<file path="config.mk">
export PLATFORM = sky130hd
export DESIGN_NAME = spawn_scheduler
export DESIGN_NICKNAME = d
export VERILOG_FILES = /design/src/rtl/spawn_scheduler.sv
export SDC_FILE = /design/constraint.sdc
export NUM_CORES = 1
export LEC_CHECK = 0
export CAP_MARGIN = 20
export CELL_PAD_IN_SITES_DETAIL_PLACEMENT = 1
export CELL_PAD_IN_SITES_GLOBAL_PLACEMENT = 1
export CORE_MARGIN = 8
export CORE_UTILIZATION = 47
export CTS_CLUSTER_SIZE = 12
export DETAILED_ROUTE_END_ITERATION = 8
export PLACE_DENSITY_LB_ADDON = 0.1
export SLEW_MARGIN = 0
export SYNTH_ARGS = -nofsm -noshare
export SYNTH_HDL_FRONTEND = slang
export SYNTH_SLANG_ARGS = --single-unit
</file>
<file path="constraint.sdc">
create_clock -name clk -period 8.7 [get_ports clk]
set_input_delay 1.74 -clock clk [delete_from_list [all_inputs] [get_ports clk]]
set_output_delay 1.74 -clock clk [all_outputs]
set_load 0.02 [all_outputs]
</file>
<file path="src/rtl/spawn_scheduler.sv">
// spawn_scheduler: times enemy spawns, picks LFSR-based x, and confirms slot uptake with a timeout.
module spawn_scheduler #(
  parameter logic [15:0] BASE_INTERVAL = 16'd64,
  parameter logic [15:0] MIN_INTERVAL  = 16'd8,
  parameter int          SCORE_SHIFT   = 2,
  parameter int          FIELD_W       = 20,
  parameter logic [3:0]  SPAWN_Y       = 4'd0,
  parameter logic [7:0]  ACK_TIMEOUT   = 8'd4,
  parameter logic [7:0]  LFSR_SEED     = 8'hA5
) (
  input  logic       clk,
  input  logic       rst,
  input  logic       en,
  input  logic [7:0] score,
  input  logic [2:0] enemy_active,
  output logic       enemy_spawn,
  output logic [4:0] enemy_init_x,
  output logic [3:0] enemy_init_y,
  output logic [7:0] spawn_count,
  output logic [7:0] drop_count,
  output logic       busy
);
  typedef enum logic [1:0] {IDLE, COUNT, SPAWN, ACK} state_t;
  state_t      state;
  logic [15:0] timer, d, ival;
  logic [7:0]  lfsr, ack_t;
  logic [5:0]  r;
  logic [4:0]  x;
  logic [1:0]  pop, snap;
  always_comb begin
    d    = 16'(score >> SCORE_SHIFT);
    ival = (BASE_INTERVAL > MIN_INTERVAL + d) ? BASE_INTERVAL - d : MIN_INTERVAL;
    r    = {1'b0, lfsr[4:0]};
    x    = 5'((r >= 6'(FIELD_W)) ? r - 6'(FIELD_W) : r);
    pop  = 2'(enemy_active[0]) + 2'(enemy_active[1]) + 2'(enemy_active[2]);
  end
  always_ff @(posedge clk or posedge rst) begin
    if (rst) begin
      state        <= IDLE;
      timer        <= '0;
      lfsr         <= LFSR_SEED;
      ack_t        <= '0;
      snap         <= '0;
      enemy_spawn  <= 1'b0;
      enemy_init_x <= '0;
      enemy_init_y <= '0;
      spawn_count  <= '0;
      drop_count   <= '0;
      busy         <= 1'b0;
    end else begin
      if (en) lfsr <= {lfsr[6:0], lfsr[7] ^ lfsr[5] ^ lfsr[4] ^ lfsr[3]};
      enemy_spawn <= 1'b0;
      busy        <= en;
      if (!en) state <= IDLE;
      else begin
        case (state)
          IDLE: begin
            state <= COUNT;
            timer <= ival - 16'd1;
          end
          COUNT: begin
            if (timer != '0) timer <= timer - 16'd1;
            else if (!(&enemy_active)) begin
              state        <= SPAWN;
              enemy_spawn  <= 1'b1;
              enemy_init_x <= x;
              enemy_init_y <= SPAWN_Y;
              snap         <= pop;
            end
          end
          SPAWN: begin
            state <= ACK;
            ack_t <= ACK_TIMEOUT - 8'd1;
          end
          default: begin
            // a hit freeing a slot in the same cycle masks the new one; counted as a drop
            if (pop > snap) begin
              spawn_count <= spawn_count + 8'(spawn_count != 8'hFF);
              state       <= COUNT;
              timer       <= ival - 16'd1;
            end else if (ack_t == '0) begin
              drop_count <= drop_count + 8'(drop_count != 8'hFF);
              state      <= COUNT;
              timer      <= ival - 16'd1;
            end else ack_t <= ack_t - 8'd1;
          end
        endcase
      end
    end
  end
endmodule

</file>
==> impl_results.md <==
- # hold bufs at CTS: 0
- Max_slew headroom: 0.4879
- Hold Path Cell Cnt: 1
- Setup CP Type: in -> reg
- Synth Register Bits: 59
- Total routed wirelength: just over 8000 microns
- Vias in the first global route: 2967
- Initial antenna violation count: 0
- Pin count of the biggest net entering global routing: 60
- Num ports: 41
- Cell area after synthesis: about 3400 sq um
- Worst vdd ir: about 0.16 mV
- Synth Instances: 350
- Power Total: about 0.0013 W
- HPWL Detailed: 5839 microns
- DR iter-0 viols: between 90 and 100
- Post-route setup TNS: 0 ns
- Clock slew at reported path FFs: around 0.070 ns
- Sequential fraction of the synthesis area: 0.4296
- Global-route usage over all layers: 0.1720
- Core ar.: between 7000 and 8000 sq um
- Crit-path max FO: 12
- Port bufs: 34
- Asr flop ratio synth: 1.000
- DRC Markers: 0
- Pwr dens: 313.2 nW/um^2
- Starting density of the core: 0.4806
- # Post-CTS Setup Buffers: 0
- Synth area leaders: dfrtp_1 40%, xnor2_1 7.6%, ha_1 6.9%, mux2_2 4.6%, nand2_1 4.0%
- Slew Limit Fails: 0
- First-pass GRT wire length: ~14000 microns
- Fmax: 227.1 MHz
- Post-route ant nets: 0
- Num Clock Sinks: 59
- Worst reg2reg path depth: 11
- CTS max path bufs: 2
- Share of layout cells above drive strength 1: 0.1224
- Number of synthesized flops with an enable pin: 0
- RSZ-0062 raised after global routing: false
- Antenna diodes: 0
- Worst EP required: roughly 8.9 ns
- Syn-to-layout area delta: 19.01%
- Commonest cells in the netlist: 55 x dfrtp_1, 37 x nand2_1, 30 x nor2_1, 30 x xnor2_1, 20 x o21ai_0
- Critical path arrival: 4.63 ns
- DR vias: 2646
- Setup violations, final: 0
- Hold Path Class: reg -> reg
- Fin crit share: 0.5061
- Die Width: 101.7 microns
- Leak Pwr: 1.806 nW
- Remaining global-route overflow: 0
- RD Place Congestion: roughly 0.8
- Synth cell types: between 60 and 70
- Synth area leader: dfrtp_1
- Final Skew: ~0.0063 ns
- CP Capture Type: register
- Post-DR vias/cell: between 5 and 6
- Clk_lat worst skew: between 0.3 and 0.4 ns
- FP Rows: 31
- Most common cell in the netlist: dfrtp_1
- CP Launch Type: input port
- Top cell type's share of synthesized area: 0.3991
- Root Buffer: clkbuf_8
- Fin nets: 421
- H-Tree Depth: 3
- Max-Cap Viols: 0
- Final Hold Vio Count: 0
- Slew @ Worst Pin: slightly below 0.8 ns
- Post_cts resized: 0
- Drt wl/cell: between 15 and 20 microns
- DRT Pass-1 Iters: 4
- CTS buffer count: 9
- Die height: 101.7 microns
- Syn avg cell area: 9.852 sq um
- CTS tree: yes
- Status: finished, final reports clean
- Die area: just over 10000 sq um
- Fin crit period: between 4 and 5 ns
- Commonest register cell after synthesis: dfrtp_1
- Yosys warning total: 0
[metrics by stage]
step	hold WS [ns]	worst slack [ns]	utilization	cell area (sq um)	std cells
after floorplan	0.4716	4.779	-	3460	353
after global placement	0.4744	3.999	0.5383	3862	475
after detailed placement	0.4858	3.943	0.5383	3862	475
after CTS	0.4953	4.296	0.5719	4104	491
after global routing	0.5205	4.063	0.5719	4104	491
final	0.4999	4.297	0.5719	4104	491
[cell usage in the layout, fill, tap and decap left out, types with 4 or more instances in the layout]
cell	count
xnor2_1	30
mux2_2	14
inv_1	18
o21ai_0	20
dfstp_2	4
nor3b_1	4
a21oi_1	6
nand4_1	7
clkbuf_8	10
and3_1	8
nor2b_1	4
clkdlybuf4s50_1	34
mux2i_1	6
xor2_1	4
conb_1	4
nand2_1	37
nor3_1	15
dfrtp_1	55
ha_1	19
nor2_1	30
nor4_1	4
[registers in the layout, summed over array words and instances, names as in the netlist]
register,cells
timer,16
ack_t,8
drop_count,8
lfsr,8
spawn_count,8
enemy_init_x,5
snap,2
state,2
busy,1
enemy_spawn,1
[routing by layer]
| metal | vias to the layer above | share of wire | GRT usage |
|---|---|---|---|
| li1 | 1281 | - | - |
| met1 | 1319 | 0.43 | 0.1942 |
| met2 | 40 | 0.51 | 0.3043 |
| met3 | 6 | 0.045 | 0.04605 |
| met4 | 0 | 0.013 | 0.05842 |
| met5 | - | 0 | 0 |
[final timing paths]
check                                start            end  slack [ns]
min                          drop_count[7]  drop_count[7]        0.50
min reg2reg                  drop_count[7]  drop_count[7]        0.50
max in group asynchronous              rst      timer[12]        6.24
max reg2reg                       state[1]       timer[6]        5.39
max                        enemy_active[0]       timer[3]        4.30
min in group asynchronous              rst  drop_count[7]        1.92
[area by class of cell]
type                       instances  area (sq um)
timing repair buffer              36         355.3
clock buffer                      11         141.4
multi-input combinational        261          1827
tap                               99         123.9
fill                             811          3072
inverter                          20         75.07
clock inverter                     5         100.1
sequential                        59          1481
[cell families after synthesis]
| family | Yosys count | share of synthesized area |
|---|---|---|
| compound gates | 50 | 0.09579 |
| xor+xnor | 34 | 0.08636 |
| fa+ha+maj | 20 | 0.07475 |
| buf+inv | 33 | 0.04390 |
| flops | 59 | 0.4296 |
| mux | 20 | 0.06314 |
| other cells | 1 | 0.001087 |
| simple gates | 133 | 0.2054 |
[critical path: stages]
cell and delay (ns):
clkdlybuf4s50_1 0.46, fa_1 0.47, ha_1 0.31, nor2b_1 0.15
o21a_1 0.22, o31ai_1 0.28, buf_4 0.23, and2_1 0.43
mux2i_1 0.23, o21ai_0 0.09
[power breakdown]
part	internal (W)	leakage [nW]	switching, W
Clock	0.000197	0.123	0.000112
Combinational	0.000234	0.919	0.000300
Sequential	0.000365	0.764	0.0000777
Total	0.000797	1.81	0.000489
Note: power is estimated with default switching activity, not from simulation.
==> edit 1: new RTL, same flow settings <==
Reset style: synchronous (`rst`), changed in one clocked block.
--- a/src/rtl/spawn_scheduler.sv
+++ b/src/rtl/spawn_scheduler.sv
@@ -34,7 +34,7 @@
     x    = 5'((r >= 6'(FIELD_W)) ? r - 6'(FIELD_W) : r);
     pop  = 2'(enemy_active[0]) + 2'(enemy_active[1]) + 2'(enemy_active[2]);
   end
-  always_ff @(posedge clk or posedge rst) begin
+  always_ff @(posedge clk) begin
     if (rst) begin
       state        <= IDLE;
       timer        <= '0;
Check against the original RTL: differs if rst is asserted again (counterexample within 4 cycles, from zero or initial values and one cycle with rst high); with rst held inactive, the same outputs for 10 cycles.
==> edit 1 against the unedited design <==
Design area is 1.6% lower. Cell count rose by 9.2%. Routed wire length increased by 7.8%. Sequential cell count unchanged. Synthesized cell count increased by 14%. Setup slack lost 0.47 ns. Die area is 0.49% lower. First-iteration DRC count increased by 4.0%. Fmax fell by 9.6%. Global-route usage is 0.67 points higher. Area after synthesis is 0.58% lower. Critical endpoint is now timer[9].
Power is not compared: it rests on default switching activity, and its combinational part moved more than twofold at a synthesized area within 25%.
==> edit 1: results (changes against the unedited design) <==
[synth]
synthArstFlopShare_pct = 0  ; -100 points
synth_area_leaders = dfxtp_1 (34%), ha_1 (7.3%), mux2i_1 (7.0%)
synth.area.mux_share_pct = 7.66  ; +1.4 points
ys.flop_type = dfxtp_1
synth-compound-area-share_pct = 14.9  ; +5.3 points
synth_xor_area_share_pct = 5.88  ; -2.8 points
ys_types = 66  ; +8.2%
synthCells = 400  ; +14%
synth-seq-area-share_pct = 34.5  ; -8.5 points
synth_top_cells_by_count = dfxtp_1 (59), nor2_1 (51), mux2i_1 (24), nand2_1 (24)
synth_fa_ha_area_share_pct = 7.88  ; +0.41 points

[pwr]
p_leak_nw = 1.53
ir_worst_vdd_v = 0.000121

[drt]
vias_per_cell = 5.61  ; +4.2%
drtIter0Drc = 103  ; +4.0%
wl_met1_mm = 4.40  ; +24%
drt-total-wl_mm = 8.80  ; +7.8%
routed-wl-met2_mm = 4.01  ; -3.1%
met3_length_um = 277  ; -25%

[placement]
pre_cts_slack_ns = 3.48  ; -0.468 ns
place_inst = 520  ; +9.5%
hpwl_mm = 6.32  ; +8.3%
gp_congestion = 0.804  ; +1.1%
place_area_um2 = 3840  ; -0.68%
io_buffers = 34  ; unchanged

[global_routing]
met3_usage_pct = 3.44  ; -1.2 points
grt_pass1_wl_mm = 14.7  ; +4.9%
gr-usage-all-layers_pct = 17.9  ; +0.67 points
met2_usage_pct = 27.9  ; -2.5 points
first_global_vias = 3017  ; +1.7%
grt_start_max_net_pins = 49  ; -18%
grt_use_met1_pct = 23.6  ; +4.2 points

[worst_hold_path]
hp-class = register to register

[clock_tree]
cts_setup_buffers = 0  ; unchanged
cts-root-buf = clkbuf_8
worstSkewPairLatency_ns = 0.34  ; about the same
cts_made_buffers = 9  ; unchanged

[layout]
final_layout_size_suffix_gt1_share_pct = 7.78  ; -4.5 points
finalNonFillerCells = 536  ; +9.2%
nets = 467  ; +11%
largest_register_ffs = 16  ; unchanged
n_antenna_cell = 0  ; unchanged
top_register = timer

[setup_path]
critPathSlowestCell = or4_1
cp_top_family = simple AND/OR/NAND/NOR gates
worstPathMaxFanout = 10  ; -2
cpPeakStageDelay_ns = 0.65  ; +0.18 ns
critPathArrivalTime_ns = 5.10  ; +0.47 ns

[timing]
slew_headroom_pct = 48.2  ; -0.61 points
skew_ns = 0.00876  ; +0.00242 ns

[status]
status = finished clean

-- edit 1: final cells by class --
| class | count | area (µm²) |
|---|---|---|
| tap | 99 | 124 |
| fill | 840 | 3140 |
| multi-input combinational | 307 | 2100 |
| timing repair buffer | 38 | 370 |
| inverter | 17 | 63.8 |
| sequential | 59 | 1180 |
| clock inverter | 6 | 65.1 |
| clock buffer | 10 | 138 |
-- edit 1: final timing paths --
kind	from	slack (ns)	cells past startpoint	to
worst max-delay path	enemy_active[0]	3.83	9	timer[9]
worst min-delay path	enemy_init_x[4]	0.48	2	enemy_init_x[4]
worst max register to register	state[1]	5.59	9	timer[9]
worst min register to register	enemy_init_x[4]	0.48	2	enemy_init_x[4]
-- edit 1: power by group --
| group | leakage, nW | internal (mW) | switching (mW) | total [mW] |
|---|---|---|---|---|
| sequential | 0.479 | 0.280 | 0.0103 | 0.290 |
| combinational | 0.946 | 0.0445 | 0.0687 | 0.113 |
| clock | 0.102 | 0.140 | 0.116 | 0.256 |
==> edit 2: new RTL, same flow settings <==
Without the edit above. Set the parameter `FIELD_W` to 10 (it was 20).
--- a/src/rtl/spawn_scheduler.sv
+++ b/src/rtl/spawn_scheduler.sv
@@ -3,7 +3,7 @@
   parameter logic [15:0] BASE_INTERVAL = 16'd64,
   parameter logic [15:0] MIN_INTERVAL  = 16'd8,
   parameter int          SCORE_SHIFT   = 2,
-  parameter int          FIELD_W       = 20,
+  parameter int          FIELD_W       = 10,
   parameter logic [3:0]  SPAWN_Y       = 4'd0,
   parameter logic [7:0]  ACK_TIMEOUT   = 8'd4,
   parameter logic [7:0]  LFSR_SEED     = 8'hA5
Function: changed (a bounded check fails within 10 cycles, from zero or initial values and one cycle with rst high).
==> edit 2 against the unedited design <==
Area after synthesis grew 1.2%. Global-route usage decreased by 0.93 points. Routed wire length is 6.0% lower. Critical endpoint is now timer[6]. Setup slack worse by 0.76 ns. Total power shrank 12%. Highest routed layer unchanged. Utilization decreased by 0.48 points. Sequential cell count is the same. Design area down 0.31%.
==> edit 2: results (changes against the unedited design) <==
[status]
status = finished clean

[timing]
whs_ns = 0.462  ; -0.0375 ns
skew_ns = 0.0116  ; +0.00524 ns
slew_headroom_pct = 50.8  ; +2.0 points

[placement]
gp_congestion = 0.740  ; -6.9%
place_inst = 476  ; +0.21%
io_buffers = 34  ; unchanged

[synth]
synth-compound-area-share_pct = 10.1  ; +0.53 points
ys_types = 59  ; -3.3%
synth_area_leaders = dfrtp_1 (39%), ha_1 (6.5%), xnor2_1 (5.5%)
synth_top_cells_by_count = dfrtp_1 (55), nand2_1 (37), nor2_1 (28)
synth.area.mux_share_pct = 6.45  ; +0.14 points
synth_xor_area_share_pct = 8.78  ; +0.15 points
postSynthAreaPerCell_um2 = 9.92  ; +0.66%
synth-seq-area-share_pct = 42.4  ; -0.52 points
synth-edff-count = 0  ; unchanged
synth_fa_ha_area_share_pct = 7.03  ; -0.45 points

[setup_path]
cpPeakStageDelay_ns = 0.66  ; +0.19 ns
r2r_slack_ns = 5.37  ; -0.02 ns
critPathSlowestCell = o41ai_2
cp_top_family = compound AO/OA/AOI/OAI gates
critPathLaunch = score[5]
critPathArrivalTime_ns = 5.44  ; +0.81 ns
worstPathMaxFanout = 8  ; -4

[drt]
vias_per_cell = 5.42  ; +0.59%
drtIter0Drc = 73  ; -26%
wire_per_inst_um = 15.6  ; -6.1%

[layout]
final_area_um2 = 4090  ; -0.31%
fillers = 825  ; +1.7%
final_layout_size_suffix_gt1_share_pct = 13.2  ; +0.99 points
top_register = timer

[global_routing]
grt_pass1_wl_mm = 13.5  ; -4.0%
first_global_vias = 2861  ; -3.6%
gr-usage-all-layers_pct = 16.3  ; -0.93 points

[worst_hold_path]
min_to = ack_t[0]
worstHoldStart = ack_t[0]

[pwr]
p_leak_nw = 1.79  ; -1.1%
ir_worst_vdd_v = 0.000143  ; -9.1%

[clock_tree]
cts-root-buf = clkbuf_8

edit 2: cell types whose count changed in the layout (fill, tap and decap cells not counted), moves of 3 or more:
cell	delta
xor2_1	+9
and2_1	-3
xnor2_1	-8
nand3_1	+14
nor3_1	-10
a21oi_1	+10
o21ai_0	-8
edit 2: where the power goes:
part           total [mW]  internal, mW  switching (mW)
combinational       0.455         0.203           0.252
clock               0.247         0.139           0.109
sequential          0.429         0.355          0.0744
total                1.13         0.696           0.436
edit 2: logic make-up after synthesis:
| family | count (synthesis) |
|---|---|
| adders and majority gates | 19 |
| xor gates and xnor gates | 35 |
| buffers and inverters | 32 |
| AOI/OAI and AO/OA | 53 |
| and+or+nand+nor | 133 |
| DFF | 59 |
| muxes | 20 |
| other | 1 |
edit 2: worst max path at each step:
stage	to	slack, ns	cells after the start
floorplan	timer[6]	4.43	11
global placement	timer[6]	3.26	12
detailed placement	timer[6]	3.16	12
CTS	timer[6]	3.54	12
global route	timer[6]	3.25	12
finish	timer[6]	3.54	12
edit 2: area by class of cell:
cell class | instances | share of cell area, %
Clock buffer | 11 | 3.46
Clock inverter | 5 | 1.28
Inverter | 17 | 1.56
Multi-Input combinational cell | 264 | 45.6
Sequential cell | 59 | 36.2
Tap cell | 99 | 3.03
Timing Repair Buffer | 37 | 8.87
edit 2: layer usage:
layer	vias to the layer above	part of all wire [%]	wire length, µm	track usage (%)
li1	1294	-	-	-
met1	1323	46	3500	20.2
met2	35	49	3800	26.6
met3	15	2.8	215	3.00
met4	0	2.1	160	7.67
met5	-	0	0	0
